<file path="src/rtl/comparador_feeder.sv">
// Upstream feeder for the 8-bit comparador.
// It pairs bytes from a valid/ready stream into operands a and b and holds them on
// the comparador inputs. It registers the comparador result and returns it over a
// valid/ready output. It also keeps saturating counts of delivered pairs and of
// results equal to 1.
module comparador_feeder #(
  parameter int unsigned DATA_W = 8,
  parameter int unsigned CNT_W  = 16
) (
  input  logic              clk,
  input  logic              rst,
  input  logic              clear,
  input  logic              in_valid,
  input  logic [DATA_W-1:0] in_data,
  output logic              in_ready,
  output logic [DATA_W-1:0] a,
  output logic [DATA_W-1:0] b,
  input  logic              c,
  output logic              out_valid,
  input  logic              out_ready,
  output logic              out_result,
  output logic [CNT_W-1:0]  pair_cnt,
  output logic [CNT_W-1:0]  ones_cnt
);

  localparam logic [CNT_W-1:0] CNT_MAX = {CNT_W{1'b1}};

  typedef enum logic [1:0] {
    GET_A  = 2'd0,
    GET_B  = 2'd1,
    SAMPLE = 2'd2,
    HOLD   = 2'd3
  } state_t;

  state_t             r_state;
  state_t             w_state_nxt;
  logic               w_load_a;
  logic               w_load_b;
  logic               w_sample;
  logic               w_handshake;
  logic [DATA_W-1:0]  r_a;
  logic [DATA_W-1:0]  r_b;
  logic               r_result;
  logic [CNT_W-1:0]   r_pair_cnt;
  logic [CNT_W-1:0]   r_ones_cnt;

  // State register.
  always_ff @(posedge clk or posedge rst) begin
    if (rst) begin
      r_state <= GET_A;
    end else begin
      r_state <= w_state_nxt;
    end
  end

  // Next-state and update strobes; clear overrides every transition.
  always_comb begin
    w_state_nxt = r_state;
    w_load_a    = 1'b0;
    w_load_b    = 1'b0;
    w_sample    = 1'b0;
    w_handshake = 1'b0;
    case (r_state)
      GET_A: begin
        if (in_valid) begin
          w_load_a    = 1'b1;
          w_state_nxt = GET_B;
        end
      end
      GET_B: begin
        if (in_valid) begin
          w_load_b    = 1'b1;
          w_state_nxt = SAMPLE;
        end
      end
      SAMPLE: begin
        w_sample    = 1'b1;
        w_state_nxt = HOLD;
      end
      HOLD: begin
        if (out_ready) begin
          w_handshake = 1'b1;
          w_state_nxt = GET_A;
        end
      end
      default: begin
        w_state_nxt = GET_A;
      end
    endcase
    if (clear) begin
      w_state_nxt = GET_A;
    end
  end

  // Operand and result registers; untouched while the result is being offered.
  always_ff @(posedge clk or posedge rst) begin
    if (rst) begin
      r_a      <= '0;
      r_b      <= '0;
      r_result <= 1'b0;
    end else if (clear) begin
      r_a      <= '0;
      r_b      <= '0;
      r_result <= 1'b0;
    end else begin
      if (w_load_a) begin
        r_a <= in_data;
      end
      if (w_load_b) begin
        r_b <= in_data;
      end
      if (w_sample) begin
        r_result <= c;
      end
    end
  end

  // Saturating statistics, bumped only on a completed output handshake.
  always_ff @(posedge clk or posedge rst) begin
    if (rst) begin
      r_pair_cnt <= '0;
      r_ones_cnt <= '0;
    end else if (clear) begin
      r_pair_cnt <= '0;
      r_ones_cnt <= '0;
    end else if (w_handshake) begin
      if (r_pair_cnt != CNT_MAX) begin
        r_pair_cnt <= r_pair_cnt + CNT_W'(1);
      end
      if (r_result && (r_ones_cnt != CNT_MAX)) begin
        r_ones_cnt <= r_ones_cnt + CNT_W'(1);
      end
    end
  end

  // Handshake flags decode straight from the state register.
  assign in_ready   = (r_state == GET_A) || (r_state == GET_B);
  assign out_valid  = (r_state == HOLD);
  assign a          = r_a;
  assign b          = r_b;
  assign out_result = r_result;
  assign pair_cnt   = r_pair_cnt;
  assign ones_cnt   = r_ones_cnt;

endmodule

</file>
<file path="config.mk">
export PLATFORM = sky130hd
export DESIGN_NAME = comparador_feeder
export DESIGN_NICKNAME = d
export VERILOG_FILES = /design/src/rtl/comparador_feeder.sv
export SDC_FILE = /design/constraint.sdc
export NUM_CORES = 1
export LEC_CHECK = 0
export CAP_MARGIN = 10
export CORE_ASPECT_RATIO = 1.4
export CORE_MARGIN = 2
export CORE_UTILIZATION = 30
export CTS_CLUSTER_SIZE = 40
export DETAILED_ROUTE_END_ITERATION = 8
export PLACE_DENSITY = 0.54
export RECOVER_POWER = 50
export SLEW_MARGIN = 20
export SYNTH_ARGS = -nofsm -noshare
export SYNTH_HDL_FRONTEND = slang
export SYNTH_SLANG_ARGS = --single-unit
</file>
<file path="constraint.sdc">
create_clock -name clk -period 3.15 [get_ports clk]
set_input_delay 0.4725 -clock clk [delete_from_list [all_inputs] [get_ports clk]]
set_output_delay 0.4725 -clock clk [all_outputs]
set_load 0.01 [all_outputs]
</file>
* After elaboration in Yosys (flattened, before gate mapping)
Cells that the tools add are included.
** Storage, ports and cells
- Memories :: 0
- Bits in latches :: 0
- ROM bits :: 0
- Flip-flop bits (word level) :: 51
- Word-level logic and storage cells :: 51
- RAM bits :: 0
** Cells by class
- Add/sub/neg operators :: 2
- Divide/modulo/power cells :: 0
- Bitwise logic cells :: 0
- Muxes and demuxes :: 23
- Multipliers :: 0
- Reduce and logical (&&, ||, !) cells :: 12
- Equal/unequal tests :: 8
- Magnitude comparators :: 0
- Shift operators :: 0
** Operator list (count)
- 16-bit two-way mux :: 6
- 16-bit by 1-bit adder with 16-bit output (second input constant) :: 2
- 8-bit two-way mux :: 4
- 16-bit != test (second input constant) :: 2
- 2-bit nonzero test :: 6
- 1-bit two-way mux :: 8
- 2-bit two-way mux :: 4
- 2-bit case mux with 4 select lines :: 1
- 3-bit != test (second input constant) :: 2
- 2-bit == test (second input constant) :: 2
- 2-bit AND reduction :: 2
- 3-bit by 2-bit != test with 1-bit output (second input constant) :: 1
- 3-bit AND reduction :: 1
- 2-bit by 1-bit == test with 1-bit output (second input constant) :: 1
- 2-bit logical NOT :: 1
- 1-bit logical AND :: 1
- 1-bit logical OR :: 1

* Longest topological paths before layout
- Depth after elaboration :: 5
- Gate-level depth with buffers :: 7
- Gate-level depth less buffers :: 6

* Least setup slack after synthesis
No wires, ideal clock.
- Path kind :: register to register
- Start point :: register r_state[1]
- End point :: register r_ones_cnt[5] (netlist: ones_cnt[5])
- Setup slack :: 1.196 ns
- Arrival time :: 1.829 ns
- Path buffers :: 1
- Required time :: 3.025 ns
- Stages on the path, launching flop included :: 7
- Library setup time :: 0.125 ns
- Cells stage by stage :: dfrtp_1 ha_1 nand3_1 or2_2 clkbuf_1 a211oi_1 mux2_2
** Between the ends
- Cells in the longest elaborated chain, start to end :: 4
** RTL lines
- from (decl) :: line 35 : state_t r_state;
- from (signal assigned) :: line 52 : r_state <= w_state_nxt;
- 2-bit == test
- via out_valid :: line 19 : output logic out_valid,
- 1-bit two-way mux :: line 63 : case (r_state)
- 2-bit nonzero test (no line)
- 2-bit AND reduction (no line)
- to (signal assigned) :: line 131 : r_ones_cnt <= r_ones_cnt + CNT_W'(1);
- to (decl) :: line 45 : logic [CNT_W-1:0] r_ones_cnt;
The timed path passes the listed nets, and every way through them passes these cells.
A chain may end at the register's enable or synchronous reset.

* Final worst setup path
- Start point :: register r_state[0]
- End point :: output port in_ready
** Between the ends
- Cells in the longest elaborated chain, start to end :: 2
** RTL lines
- 2-bit by 1-bit == test with 1-bit output / 2-bit logical NOT (equally long branches) :: line 137 : assign in_ready = (r_state == GET_A) || (r_state == GET_B);
- 1-bit logical OR * :: line 137
- to (decl) :: line 15 : output logic in_ready,
Mark *: on every way between the ends. The rest lies on a longest branch, timed or not.

==> flow_summary.json <==
{
  "grt_pass1_vias": 2375,
  "cts_resized": 0,
  "synthArstFlopShare_pct": 100.0,
  "first_pass_iters": 5,
  "p_seq_share_pct": 42.9,
  "max_freq_ghz": 0.4068,
  "status": "complete, no violations",
  "required_ns": 2.68,
  "cts_tree": "built",
  "grt_pass1_wl_um": 11870,
  "leakagePower_nw": 1.482,
  "yosys_warnings": 0,
  "r2r_slack_ns": 0.89,
  "wl_um": 6977,
  "worstMarginPinSlew_ns": 1.180,
  "die_w_um": 84.96,
  "netlist_area_mm2": 0.002753,
  "yosysUniqueCellTypes": 42,
  "synth-seq-area-share_pct": 46.36,
  "slew_headroom_pct": 20.59,
  "grt-ovfl-total": 0,
  "end_kind": "primary output",
  "power.net_switching_mw": 0.5062,
  "setup_viol": 0,
  "skew_ns": 0.002584,
  "cts_hold_buf": 0,
  "viasPerCell": 5.334,
  "crit_path_max_fanout": 11,
  "drv_cap": 0,
  "io_pins": 65,
  "hold_path.class": "reg -> reg",
  "finalPower_mw": 1.725,
  "fillers": 880,
  "synth_edf_count": 0,
  "post-route-min-period_ns": 2.458,
  "p_clk_share_pct": 33.1,
  "portBuffers": 64,
  "syn_inst": 294,
  "slew_viol_final": 0,
  "nets": 376,
  "grt_max_degree": 29,
  "drtAntennaViolNets": 0,
  "internal_power_mw": 1.219,
  "synth-main-ff-cell": "dfrtp_1",
  "numCtsBuffers": 5,
  "cts_setup_buffers": 0,
  "cp.arrival_ns": 1.99,
  "drive_gt1_share_pct": 8.964,
  "via_count": 2475,
  "hold_viol_final": 0,
  "gp_congestion": 0.8551,
  "clkTransAtPathRegs_ns": 0.07,
  "rows": 41,
  "p_comb_share_pct": 23.9,
  "grtUsageTotal_pct": 14.42,
  "hpwlAfterDp_um": 5115,
  "p_sw_share_pct": 29.34,
  "final_common_cell": "dfrtp_1",
  "dieArea_mm2": 0.009969,
  "clockBufferDepth": 2,
  "cellPowerDensity_mw_per_mm2": 474.7,
  "fp.dieH_um": 117.3,
  "most-common-layout-cells": "51 x dfrtp_1, 39 x clkdlybuf4s50_1, 36 x a21oi_1, 29 x nand2_1, 25 x nand3_1",
  "syn_nets": 314,
  "antennaDiodeCount": 0,
  "start_util_pct": 30.66,
  "clock-sinks": 51,
  "syn_avg_cell_area_um2": 9.363,
  "cts-root-buf": "clkbuf_16",
  "vdd_drop_max_mv": 0.2502,
  "cts_max_level": 2,
  "post_drt_wl_per_cell_um": 15.04,
  "clock_latency_ns": 0.28,
  "rsz0062_at_grt": "no",
  "coreArea_mm2": 0.008977,
  "ys_ff_latch": 51,
  "antenna_found_initial": 0,
  "fin_crit_sh_pct": 78.04,
  "startpoint_type": "flip-flop",
  "syn_to_final_growth_pct": 32.05,
  "drc_errors": 0,
  "fin_tns_setup_ns": 0,
  "worstSetupPathType": "reg -> out",
  "drtIter0Drc": 112
}
-- cells by family (layout without fill, tap and decap cells) --
kind of cell             after synthesis  in the layout  synth area share, %
adder cells (fa/ha/maj)                6              6                2.727
buffers and inverters                 24             87                3.364
flip-flops                            51             51                46.36
XOR/XNOR                               1              1               0.3182
multiplexers                          14             14                5.546
AO/OA/AOI/OAI                         64             64                14.50
AND/OR/NAND/NOR                      134            134                27.18
-- synth_stat cells (all sizes together) (5+ instances only) --
cell type / n / area, um2
a211oi: 7 / 52.55
nor2b: 9 / 56.30
o31ai: 6 / 45.04
a21oi: 36 / 180.2
nand2b: 5 / 31.28
or4: 6 / 45.04
dfrtp: 51 / 1276
ha: 6 / 75.07
nand3: 25 / 125.1
nand4: 12 / 96.34
nand2: 29 / 108.9
nor2: 20 / 77.58
mux2: 10 / 112.6
or3: 5 / 31.28
nor3: 5 / 25.02
clkbuf: 9 / 33.78
inv: 11 / 41.29
-- power by group through the flow --
stage | combinational [mW] | sequential, mW | clock, mW
after floorplan | 0.226 | 0.767 | 0
after global placement | 0.429 | 0.753 | 0
after detailed placement | 0.433 | 0.757 | 0
after CTS | 0.434 | 0.744 | 0.589
after global routing | 0.457 | 0.748 | 0.628
final | 0.412 | 0.741 | 0.572
-- sequential cells by signal (all words and copies together) (netlist names) --
name and cells:
b 8, ones_cnt 16, r_state 2, pair_cnt 16, out_result 1, a 8
-- critical path, stage by stage (launching register included) --
cell and delay (ns):
dfrtp_1 0.41, inv_1 0.11, ha_1 0.42, nor2_1 0.16, inv_1 0.08, clkdlybuf4s50_1 0.52
-- stage by stage --
step                hold WS (ns)  std cells  instance area (um2)  util, %  setup slack [ns]
finish                    0.5175        464                 3635    40.49            0.6919
global route              0.5423        464                 3635    40.49            0.5860
CTS                       0.5256        464                 3657    40.74            0.6842
detailed placement        0.5162        456                 3501    39.00            0.7300
global placement          0.5122        456                 3501    39.00            0.7774
floorplan                 0.5420        294                 2753        -             1.196
-- area by class of cell --
| class | count | area (um2) | share of cell area, % |
|---|---|---|---|
| Clock buffer | 8 | 156.4 | 4.303 |
| Inverter | 11 | 41.29 | 1.136 |
| Timing Repair Buffer | 68 | 658.1 | 18.11 |
| Tap cell | 107 | 133.9 | 3.683 |
| Sequential cell | 51 | 1276 | 35.11 |
| Multi-Input combinational cell | 219 | 1369 | 37.66 |
-- final timing paths --
| check | startpoint | end | cells after the start |
|---|---|---|---|
| setup / recovery | r_state[0]$_DFFE_PP0P_ | in_ready | 5 |
| hold reg to reg | b[4]$_DFFE_PP0P_ | b[4]$_DFFE_PP0P_ | 2 |
| max in group asynchronous | rst | pair_cnt[10]$_DFFE_PP0P_ | 3 |
| setup reg to reg | pair_cnt[8]$_DFFE_PP0P_ | pair_cnt[0]$_DFFE_PP0P_ | 4 |
| hold / removal | b[4]$_DFFE_PP0P_ | b[4]$_DFFE_PP0P_ | 2 |
| min in group asynchronous | rst | a[5]$_DFFE_PP0P_ | 2 |
-- per-layer routing --
layer  global-route usage [%]  routed length (um)
met5                        0                   0
met4                    4.861                 133
met3                    2.885                 269
met2                    22.95                3478
met1                    19.44                3096
(Power assumes the default switching activity.)
